## src/rtl/dds_cfg_ctrl.sv

```systemverilog
// DDS configuration controller: validates decoded freq/wave requests, converts
// frequency to a tuning word with a shift-add multiplier, commits on phase wrap.
module dds_cfg_ctrl #(
  parameter int unsigned FTW_K     = 5_629_500,
  parameter int unsigned FTW_SHIFT = 16,
  parameter int unsigned FREQ_MAX  = 25_000_000,
  parameter int unsigned WRAP_TMO  = 1024,
  parameter int unsigned RST_FREQ  = 500_000,
  parameter int unsigned RST_FTW   = 42_949_676
) (
  input  logic        sys_clk,
  input  logic        sys_rst_n,
  input  logic [23:0] freq,
  input  logic [7:0]  wave,
  input  logic        phase_wrap,
  output logic [31:0] ftw,
  output logic [1:0]  wave_sel,
  output logic        cfg_update,
  output logic        cfg_err,
  output logic        busy
);
  localparam int AW = 47;
  localparam int CW = $clog2(WRAP_TMO + 1);

  typedef enum logic [2:0] {IDLE, CHECK, MUL, WAIT_WRAP, APPLY} state_t;
  state_t state, state_nxt;

  logic [23:0]   req_f;
  logic [7:0]    req_w;
  logic [AW-1:0] acc, mcand;
  logic [23:0]   mplier;
  logic [4:0]    iter;
  logic [CW-1:0] wcnt;
  logic          req_chg, req_bad, mul_last, wrap_go;
  logic [31:0]   new_ftw;

  assign req_chg  = {freq, wave} != {req_f, req_w};
  assign req_bad  = ({8'd0, req_f} > FREQ_MAX) || (req_w > 8'd3);
  assign mul_last = iter == 5'd23;
  // A zero tuning word freezes the accumulator, so no wrap would ever arrive.
  assign wrap_go  = phase_wrap || (ftw == 32'd0) || (wcnt == CW'(WRAP_TMO - 1));
  assign new_ftw  = 32'(acc >> FTW_SHIFT);
  assign busy     = state != IDLE;

  always_ff @(posedge sys_clk or negedge sys_rst_n) begin
    if (!sys_rst_n) state <= IDLE;
    else            state <= state_nxt;
  end

  always_comb begin
    state_nxt = state;
    case (state)
      IDLE:      if (req_chg)  state_nxt = CHECK;
      CHECK:     state_nxt = req_bad ? IDLE : MUL;
      MUL:       if (mul_last) state_nxt = WAIT_WRAP;
      WAIT_WRAP: if (wrap_go)  state_nxt = APPLY;
      APPLY:     state_nxt = IDLE;
      default:   state_nxt = IDLE;
    endcase
  end

  always_ff @(posedge sys_clk or negedge sys_rst_n) begin
    if (!sys_rst_n) begin
      req_f      <= 24'(RST_FREQ);
      req_w      <= 8'd0;
      acc        <= '0;
      mcand      <= '0;
      mplier     <= '0;
      iter       <= '0;
      wcnt       <= '0;
      ftw        <= 32'(RST_FTW);
      wave_sel   <= 2'd0;
      cfg_update <= 1'b0;
      cfg_err    <= 1'b0;
    end else begin
      cfg_update <= 1'b0;
      cfg_err    <= 1'b0;
      case (state)
        IDLE: if (req_chg) begin
          req_f <= freq;
          req_w <= wave;
        end
        CHECK: begin
          if (req_bad) cfg_err <= 1'b1;
          else begin
            acc    <= '0;
            mcand  <= AW'(FTW_K);
            mplier <= req_f;
            iter   <= '0;
          end
        end
        MUL: begin
          // LSB-first: multiplicand doubles as the multiplier drains right.
          if (mplier[0]) acc <= acc + mcand;
          mcand  <= mcand << 1;
          mplier <= mplier >> 1;
          iter   <= iter + 5'd1;
          wcnt   <= '0;
        end
        WAIT_WRAP: wcnt <= wcnt + 1'b1;
        APPLY: begin
          ftw        <= new_ftw;
          wave_sel   <= req_w[1:0];
          cfg_update <= 1'b1;
        end
        default: ;
      endcase
    end
  end
endmodule

```

## config.mk

```make
export PLATFORM = sky130hd
export DESIGN_NAME = dds_cfg_ctrl
export DESIGN_NICKNAME = d
export VERILOG_FILES = /design/src/rtl/dds_cfg_ctrl.sv
export SDC_FILE = /design/constraint.sdc
export NUM_CORES = 1
export LEC_CHECK = 0
export ABC_AREA = 1
export BUFFER_PORTS_ARGS = -buffer_cell sky130_fd_sc_hd__buf_2
export CELL_PAD_IN_SITES_DETAIL_PLACEMENT = 1
export CELL_PAD_IN_SITES_GLOBAL_PLACEMENT = 2
export CORE_MARGIN = 2
export CORE_UTILIZATION = 32
export CTS_BUF_LIST = sky130_fd_sc_hd__clkbuf_8 sky130_fd_sc_hd__clkbuf_16
export DETAILED_ROUTE_END_ITERATION = 8
export GPL_TIMING_DRIVEN = 0
export PLACE_DENSITY = 0.8
export SLEW_MARGIN = 20
export SYNTH_ARGS = -nofsm -noshare
export SYNTH_HDL_FRONTEND = slang
export SYNTH_SLANG_ARGS = --single-unit
```

## constraint.sdc

```tcl
create_clock -name sys_clk -period 1.7 [get_ports sys_clk]
set_input_delay 0.425 -clock sys_clk [delete_from_list [all_inputs] [get_ports sys_clk]]
set_output_delay 0.425 -clock sys_clk [all_outputs]
set_load 0.01 [all_outputs]
```

==> results.tsv <==
metric	value	unit
status	finished, violations left	
failing checks	negative setup slack	
Synth top cells by count	nand2_1 (542), inv_1 (296), dfrtp_1 (180)	
# rows	70	
fmax	484	MHz
worst-path fanout max	4	
Post-Syn Area	12000	um2
sequential share of the synthesized area	42.0	%
H-tree depth	4	
Slew @ Worst Pin	515	ps
share of power burned in combinational logic	65.0	%
P&R area growth vs syn	54.8	%
Final Wtd Congestion	0.854	
Clock Latency Late Sink	480	ps
final WL	45200	um
clock skew	15.5	ps
grt ovf	0	
initial core utilization	32.6	%
die area	39000	um2
Peak VDD IR	0.00104	V
gr usage total	21.9	%
Boundary Pins	72	
WL per Instance	18.6	um
cell taking the most area after synthesis	dfrtp_1	
vias in the first global route	12358	
R2R setup slack	-370	ps
ant diodes	0	
DP Area	13000	um2
post-DP HPWL	28500	um
Post-synth EDFFs	0	
Die W	198	um
count of final setup violators	139	
largest net degree at the start of global routing	76	
design area	18600	um2
Crit Path Category	reg -> reg	
post-synth cell types	43	
first-pass GRT wire length	66200	um
crit path capture type	register	
fin crit share	122	%
Hold Fails Final Rpt	0	
Reg power frac	22.2	%
Yosys warnings	0	
CTS sink cnt	200	
Critical Path Start	acc[2]$_DFFE_PN0P_	
RSZ-0062 raised after global routing	yes	
Reg clk slew, reported paths	80	ps
FF-to-FF End	acc[4]$_DFFE_PN0P_	
synth top area cells	dfrtp_1 (38%), nand2_1 (17%), inv_1 (9.3%)	
Core Box Area	36800	um2
IO Port Bufs	70	
Max transition margin	65.6	%
Antenna Violating Nets Remaining	0	
most common cell in the netlist	nand2_1	
TritonCTS clock tree	done	
nets@finish	2034	
worst hold margin	164	ps
CP endpoint	acc[4]$_DFFE_PN0P_	
Sw Pwr	16.3	mW
initial antenna violation count	1	
setup_tns	-14740	ps
clk buf depth	2	
clock buffer count from CTS	17	
prevailing post-synth register cell	dfrtp_1	
CP arrival	2420	ps
leakage power	9.12	nW
root buf cell	clkbuf_16	
required time worst endpoint	2060	ps
Die Y-Extent	198	um
Cells after Synth	1692	
ratio of cells with drive above 1 in the final layout	45.9	%
post-route setup slack	-366	ps
1st-pass router iterations	4	
Via Count	11943	
top cell type's share of synthesized area	37.6	%
Post-synth ARST share	100	%
Clk network pwr share	12.8	%
vias per cell	4.91	
Pwr per Cell Area	1900	nW/um2
Final min period	2070	ps
Net Sw Frac	46.2	%
r2r startpoint	acc[2]$_DFFE_PN0P_	
Pins Over Slew Limit	0	
drt drc	0	
path depth of the worst reg2reg path	11	
Internal Pwr Total	19.0	mW
max-cap viol count	0	
DR iter-0 viols	460	
kind of start point of the critical path	register	
hold crit path type	in -> reg	
flops & latches, synth	200	
Syn Area/Cell	7.08	um2
post-synth net total	1774	
per-layer routing:
metal | global-route usage (%) | vias to the layer above | share of wire, %
met5 | 0 | - | 0.024
met4 | 6.99 | 2 | 2.5
met3 | 3.18 | 61 | 2.6
met2 | 39.8 | 147 | 53
met1 | 26.6 | 5911 | 42
li1 | - | 5822 | -
worst max-delay path: stages (launching register included):
cell and delay [ps]:
dfrtp_1 410, ha_4 160, inv_2 40, fa_2 400, inv_4 100, nand2_4 70
buf_4 140, buf_6 110, buf_6 100, buf_6 100, buf_6 100, a32o_1 230
registers in the layout, summed over array words and instances (netlist names), 3 cells and up:
register and flops:
req_f 24, acc 45, mplier 24, ftw 31, state 3, req_w 8
wcnt 11, iter 5, mcand 45
cells in the final DEF, fill, tap and decap left out, types with 32 or more instances in the layout:
cell	Yosys	final
nand2_1	542	346
inv_1	296	257
dfrtp_1	180	172
nand2_2	2	136
buf_4	2	113
buf_2	18	75
nor2_1	153	68
nand2_4	0	57
nand3_2	0	53
nor2_4	1	49
o21ai_0	69	49
ha_4	0	43
buf_6	1	42
inv_2	7	39
nor2_2	0	38
nand3_1	105	36
o22ai_1	54	32
through the flow:
stage               total power [mW]  util (%)  setup WS (ps)  instances
floorplan                       15.1         -          -43.6       1692
global placement                18.4      35.2          -3390       2230
detailed placement              18.8      35.4           -663       2232
CTS                             30.0      45.6           -338       2386
global route                    37.4      50.4           -445       2433
finish                          35.3      50.4           -366       2433
worst min-delay path by stage:
| stage | depth (start not counted) | end | from |
|---|---|---|---|
| 2_1_floorplan | 0 | acc[10]$_DFFE_PN0P_ | sys_rst_n |
| 3_3_place_gp | 2 | mplier[23]$_DFFE_PN0P_ | mplier[23]$_DFFE_PN0P_ |
| 3_5_place_dp | 1 | ftw[0]$_DFFE_PN0P_ | sys_rst_n |
| 4_1_cts | 3 | req_f[15]$_DFFE_PN1P_ | freq[15] |
| 5_1_grt | 3 | req_f[15]$_DFFE_PN1P_ | freq[15] |
| 6_report | 3 | req_f[15]$_DFFE_PN1P_ | freq[15] |
kinds of logic (layout without fill, tap and decap cells):
| kind of cell | count (synthesis) | in the layout | share of synthesized area (%) |
|---|---|---|---|
| compound gates | 212 | 212 | 10.1 |
| xor+xnor | 34 | 34 | 2.49 |
| fa+ha+maj | 47 | 47 | 4.97 |
| buf+inv | 343 | 614 | 11.1 |
| flops | 200 | 200 | 42.0 |
| mux | 1 | 1 | 0.0835 |
| other cells | 1 | 1 | 0.0313 |
| simple gates | 854 | 856 | 29.3 |
area by class of cell:
type / count / area, um2
well taps: 468 / 586
clock inverters: 14 / 186
fillers: 4283 / 18200
flip-flops and latches: 200 / 5040
repair buffers: 242 / 2160
multi-input cells: 1151 / 8590
clock buffers: 18 / 439
inverters: 303 / 1170
plain buffers: 37 / 388
repair_timing:
| action | CTS | global route |
|---|---|---|
| gates cloned | 6 | 9 |
| setup buffers | 121 | 53 |
| hold buffers | 1 | 0 |
| endpoints found under the setup margin | 185 | 175 |
| resized for setup | 499 | 376 |
| endpoints found under the hold margin | 54 | 0 |
| pin swaps | 155 | 153 |
power groups by stage:
stage	Combinational [mW]	Sequential, mW	Clock (mW)
2_1_floorplan	7.81	7.26	0
3_3_place_gp	11.0	7.46	0
3_5_place_dp	11.3	7.54	0
4_1_cts	17.7	7.65	4.64
5_1_grt	24.6	8.02	4.82
6_report	22.9	7.83	4.53
Note: power is estimated with default switching activity, not from simulation.
